## src/rtl/regfile.sv

```systemverilog
// regfile: 31 x WIDTH-bit register file with a hardwired zero register at
// index NREGS-1 (X31), one write port, and two combinational read ports.
// A read of the register being written in the same cycle sees the incoming
// data, so a consumer never observes a stale value.
module regfile #(
    parameter int WIDTH = 64,
    parameter int NREGS = 32
) (
    input  logic             clk,
    input  logic             reset_n,
    input  logic             RegWrite,
    input  logic [4:0]       WriteRegister,
    input  logic [WIDTH-1:0] WriteData,
    input  logic [4:0]       ReadRegister1,
    input  logic [4:0]       ReadRegister2,
    output logic [WIDTH-1:0] ReadData1,
    output logic [WIDTH-1:0] ReadData2
);

    // Index of the zero register; it has no storage behind it.
    localparam logic [4:0] ZERO_IDX = 5'(NREGS - 1);

    logic [WIDTH-1:0] regs [0:NREGS-2];
    logic [NREGS-2:0] wen;

    // Write decoder: one-hot enable, at most one bit set, none for X31.
    always_comb begin
        // NOTE: every always_comb output gets a default first so no path leaves it unassigned (which would infer a latch).
        wen = '0;
        for (int i = 0; i < NREGS - 1; i++) begin
            wen[i] = RegWrite && (WriteRegister == 5'(i));
        end
    end

    // Storage: async clear, otherwise each register picks between hold and WriteData.
    always_ff @(posedge clk or negedge reset_n) begin
        if (!reset_n) begin
            // NOTE: the array is cleared on reset, so it maps to flops rather than an SRAM macro; that is intended here.
            for (int i = 0; i < NREGS - 1; i++) begin
                regs[i] <= '0;
            end
        end else begin
            // NOTE: non-blocking assignments so every register samples the pre-edge state.
            for (int i = 0; i < NREGS - 1; i++) begin
                regs[i] <= wen[i] ? WriteData : regs[i];
            end
        end
    end

    // Read port 1: zero in reset or for X31, bypass on a same-cycle write, else storage.
    always_comb begin
        ReadData1 = '0;
        if (reset_n && (ReadRegister1 < ZERO_IDX)) begin
            if (RegWrite && (WriteRegister == ReadRegister1)) begin
                ReadData1 = WriteData;
            end else begin
                ReadData1 = regs[ReadRegister1];
            end
        end
    end

    // Read port 2: identical to port 1, fully independent.
    always_comb begin
        ReadData2 = '0;
        if (reset_n && (ReadRegister2 < ZERO_IDX)) begin
            if (RegWrite && (WriteRegister == ReadRegister2)) begin
                ReadData2 = WriteData;
            end else begin
                ReadData2 = regs[ReadRegister2];
            end
        end
    end

endmodule

```

## config.mk

```make
export PLATFORM = sky130hd
export DESIGN_NAME = regfile
export DESIGN_NICKNAME = d
export VERILOG_FILES = /design/src/rtl/regfile.sv
export SDC_FILE = /design/constraint.sdc
export NUM_CORES = 2
export LEC_CHECK = 0
export BUFFER_PORTS_ARGS = -buffer_cell sky130_fd_sc_hd__buf_2
export CELL_PAD_IN_SITES_DETAIL_PLACEMENT = 1
export CELL_PAD_IN_SITES_GLOBAL_PLACEMENT = 2
export CORE_AREA = 5 5 523 525
export CTS_CLUSTER_SIZE = 16
export DETAILED_ROUTE_END_ITERATION = 8
export DIE_AREA = 0 0 528 530
export GPL_TIMING_DRIVEN = 0
export PLACE_DENSITY = 0.69
export SLEW_MARGIN = 30
export SYNTH_ARGS = -nofsm -noshare
export SYNTH_HDL_FRONTEND = slang
export SYNTH_SLANG_ARGS = --single-unit
export TNS_END_PERCENT = 10
```

## constraint.sdc

```tcl
create_clock -name clk -period 7.65 [get_ports clk]
set_input_delay 1.53 -clock clk [delete_from_list [all_inputs] [get_ports clk]]
set_output_delay 1.53 -clock clk [all_outputs]
set_load 0.05 [all_outputs]
```

== Yosys cells after proc, flatten, opt, wreduce, memory -nomap -nowiden ==
Cells that the tools add are included.
Word-level totals
  register bits: 1984
  output and inout bits: 128
  word-level logic and storage cells: 115
Cells by class
  order comparisons: 4
  eq/ne operators: 32
  mux-type cells: 10
  bitwise gates (word level): 2
  reductions and logical operators: 36
Operators by type and width (count)
  $bmux 64 s5: 2
  $mux 64: 8
  $eq 5x5->1 const B: 15
  $eq 5x4->1 const B: 8
  $logic_and 1x1->1: 35
  $eq 5x3->1 const B: 4
  $ge 6x6->1 const B: 2
  $not 5->6: 2
  $eq 5x2->1 const B: 2
  $eq 5x5->1: 2
  $lt 5x5->1 const B: 2
  $eq 5x1->1 const B: 1
  $logic_not 5->1: 1

== Depth between registers and ports, before layout ==
  depth in word-level cells: 6
  mapped depth: 10
  gate-level depth less buffers: 5

== Worst setup path after synthesis ==
Ideal clock, no wire load.
  path kind: in2out
  start: in ReadRegister2[2]
  end: out ReadData2[63]
  arrival: 4.306 ns
  data required time: 6.120 ns
  slack: 1.814 ns
  cell stages on the path: 7
  path buffers: 3
  cells stage by stage: buf_2 -> nand2_1 -> or2_2 -> clkbuf_1 -> clkbuf_1 -> o22ai_1 -> o41ai_1
Between the ends
  cells in the longest elaborated chain, start to end: 6
Ends and longest elaborated chain
  start, declared: line 15  | input logic [4:0] ReadRegister2,
  $not 5->6 (implied by the code): line 69  | ReadData2 = regs[ReadRegister2];
  $bmux 64 s5: line 69
  $mux 64 (implied by the code) (2 in a row): line 69
  $mux 64: line 66  | if (RegWrite && (WriteRegister == ReadRegister2)) begin
  $mux 64 (*): line 65  | if (reset_n && (ReadRegister2 < ZERO_IDX)) begin
  end, declared: line 17  | output logic [WIDTH-1:0] ReadData2
Every way passes the cells marked *; elsewhere a longest branch is shown, timed or not. The select of a mux whose other input is x is not followed.

== Worst setup path after layout ==
  start: in ReadRegister1[3]
  end: out ReadData1[18]
Between the ends
  cells in the longest elaborated chain, start to end: 6
Ends and longest elaborated chain
  start, declared: line 14  | input logic [4:0] ReadRegister1,
  $not 5->6 (implied by the code): line 57  | ReadData1 = regs[ReadRegister1];
  $bmux 64 s5: line 57
  $mux 64 (implied by the code) (2 in a row): line 57
  $mux 64: line 54  | if (RegWrite && (WriteRegister == ReadRegister1)) begin
  $mux 64 (*): line 53  | if (reset_n && (ReadRegister1 < ZERO_IDX)) begin
  end, declared: line 16  | output logic [WIDTH-1:0] ReadData1,
Marked as above.

==> out/metrics.yaml <==
drt:
  dr.pass1.iters: 6
  routedWlPerCell_um: 51.17
  dr_total_vias: 84280
  ant_nets: 0
  viasPerCell: 7.140
  drtIter0Drc: 11950
  routed_wl_um: 603900
  drc: 0
power_and_ir_drop:
  intPower_mw: 23.32
  swShare_pct: 31.10
  switching_power_mw: 10.53
  pwr-share-clk_pct: 35.2
  vdd_drop_max_uv: 193.3
  comb_power_share_pct: 22.8
  power.leakage_nw: 53.84
  powerDensity_nw_per_um2: 272.7
  p_seq_share_pct: 42.1
synthesis:
  syn_avg_cell_area_um2: 14.52
  yosys.cell_types.count: 60
  yosys.area.top_type: "dfrtp_1"
  synth-seq-cells: 1984
  yosysMostFrequentCell: "mux2_2"
  synth-edff-count: 0
  synth_fp_nets: 7422
  async_reset_ff_share_pct: 100.0
  synth_area_leaders: "dfrtp_1, mux2_2, mux4_2"
  synth.top_cell.area_share_pct: 46.59
  synth_commonest_cells: "mux2_2, dfrtp_1, mux4_2, clkbuf_1, mux2i_1"
  ys_seq_area_share_pct: 46.59
  netlist_area_um2: 106600
  netlist_instances: 7340
  synth_ff_type: "dfrtp_1"
  synth_warnings: 0
finish:
  area_delta_synth_final_pct: 16.49
  drive_above_1_share_pct: 51.30
  fin_util_pct: 46.17
  multi_input_area_um2: 53320
  regMostFlops: "regs"
  largest_register_ffs: 1984
  reg_top3: "regs x1984"
  n_fill_cell: 26410
  final-seq-area_um2: 49650
  fin_nets: 7999
die:
  fp.dieW_um: 528
  std_cell_rows: 191
  num_io_pins: 210
  die_h_um: 530
  dieArea_um2: 279800
  core_um2: 268900
  start_util_pct: 39.64
critical_path:
  rr_worst_depth: 1
  crit_start: "ReadRegister1[3]"
  r2r_start: "regs[241]"
  r2r_slack_ns: 6.79
  start_kind: "input pin"
  critPathKind: "input pin to output port"
  crit_required_ns: 6.12
  crit_end: "ReadData1[18]"
  crit_arrival_ns: 6.49
  crit_top_cell: "clkbuf_1"
  critPathMaxFanout: 13
  crit_path_top_delay_cell: "buf_2"
  worst_setup_path_end_kind: "output port"
  crit_chain: "clkbuf_1 > nor2b_1 > clkbuf_1 > and2_1 > clkbuf_1 > buf_2 > a221oi_1 > a31oi_1 > buf_2"
  r2r_end: "regs[241]"
  timing.critical_path.slowest_cell_delay_ns: 0.89
clocking:
  cts_root_buffer: "clkbuf_16"
  post_cts_buffers: 0
  htree_num_levels: 4
  insertion_delay_ns: 0.96
  cts_buffers: 237
  clk_path_buf_depth: 4
  clock_sinks: 1984
  cts_tree: "done"
  clk_pin_slew_ns: 0.05
timing:
  hold_violations: 0
  setup_tns_ns: -1.069
  layout_setup_ws_ns: -0.3676
  max_freq_mhz: 124.7
  layout_min_cycle_time_ns: 8.018
  hold_slack_ns: 0.4843
  max_slew.worst_pin.slew_ns: 1.207
  relSlewSlack_pct: 19.39
  fin_skew_ns: 0
  period_share_pct: 104.8
  rsz0062_at_grt: "false"
  drv_slew: 0
  setup_viol: 5
grt:
  antenna_found_initial: 91
  track_usage_pct: 42.39
  grt_pass1_wl_um: 791800
  first_global_vias: 83690
  grt_remaining_overflow: 0
  grt_max_degree: 120
placed_design:
  numPortBuffers: 201
  place_congestion: 0.9909
  hpwlAfterDp_um: 415400
run:
  drv_cap: 0
run_status:
  violations: "setup timing"
  status: "finished, violations left"
worst_hold_path:
  hold_path.class: "input pin to asynchronous set/reset pin"
worst min-delay path by stage:
stage               start    endpoint  slack, ns  cells after the start
2_1_floorplan   regs[780]   regs[780]       0.47                      1
3_3_place_gp   regs[1165]  regs[1165]       0.48                      1
3_5_place_dp   regs[1163]  regs[1163]       0.49                      1
4_1_cts           reset_n  regs[1468]       0.51                      1
5_1_grt           reset_n  regs[1402]       0.52                      1
6_report          reset_n  regs[1402]       0.48                      1
area by class of cell:
| cell class | count | share of cell area (%) |
|---|---|---|
| clock buffer | 344 | 5.634 |
| buffer | 803 | 3.243 |
| inverter | 22 | 0.06652 |
| antenna | 126 | 0.2540 |
| tap | 3570 | 3.598 |
| clock inverter | 85 | 0.7822 |
| timing repair buffer | 338 | 3.477 |
| multi-input combinational | 4531 | 42.95 |
| sequential | 1984 | 39.99 |
power by group through the flow:
stage               Sequential, mW  Clock, mW  Combinational, mW
finish                        14.2       11.9               7.71
global route                  14.4       12.3               7.95
global placement              14.1          0               7.13
detailed placement            14.3          0               7.49
CTS                           14.1       11.9               7.52
floorplan                     13.7          0               5.03
placed cells by master (no fill, tap or decap), types with 28 or more instances in the layout:
| cell type | count |
|---|---|
| clkbuf_1 | 265 |
| buf_4 | 85 |
| buf_12 | 28 |
| o2bb2ai_1 | 64 |
| nor2_1 | 47 |
| buf_16 | 93 |
| o22ai_1 | 185 |
| mux4_2 | 817 |
| o211ai_1 | 30 |
| nor3_1 | 84 |
| clkbuf_2 | 141 |
| clkbuf_8 | 64 |
| a22oi_1 | 62 |
| clkbuf_16 | 238 |
| mux2_1 | 45 |
| diode_2 | 126 |
| mux2_2 | 1988 |
| a32oi_1 | 64 |
| dfrtp_1 | 1984 |
| o221ai_1 | 35 |
| clkinv_2 | 53 |
| nor2b_1 | 51 |
| nand2_1 | 217 |
| a22o_1 | 118 |
| mux2i_1 | 320 |
| o21ai_0 | 82 |
| buf_2 | 534 |
| a21oi_1 | 69 |
repair_timing:
item,4_1_cts,5_1_grt
hold buffers,0,0
setup endpoints to repair,1,2
resized for setup,1,1
critical path: cells and delay by family:
kind | cells | cell delay (ns)
and+or+nand+nor | 2 | 0.45
buffers and inverters | 5 | 3.32
AOI/OAI and AO/OA | 2 | 1.15
stage by stage:
step                      std cells  cell area, um^2  power (mW)  setup slack, ns
final                         11800           124100       33.85          -0.3676
after global routing          11700           123900       34.69          0.07089
after CTS                     11680           123800       33.55          0.05217
after detailed placement      11250           115800       21.79       -0.0009850
after global placement        11110           112000       21.28           -42.35
after floorplan                7340           106600       18.70            1.814
cells by family after synthesis:
kind of cell	after synthesis	synth area share, %
buf+inv	825	3.572
flops	1984	46.59
simple gates	529	2.382
xor+xnor	10	0.08218
mux	3170	41.75
compound gates	822	5.622
routing by layer:
| metal | share of wire [%] | vias to the layer above | GRT usage [%] |
|---|---|---|---|
| met4 | 9.7 | 48 | 34.74 |
| met5 | 0.14 | - | 1.709 |
| li1 | - | 29830 | - |
| met3 | 12 | 2002 | 17.77 |
| met2 | 41 | 6676 | 58.15 |
| met1 | 37 | 45720 | 51.73 |
Power figures use the tool's default switching activity.
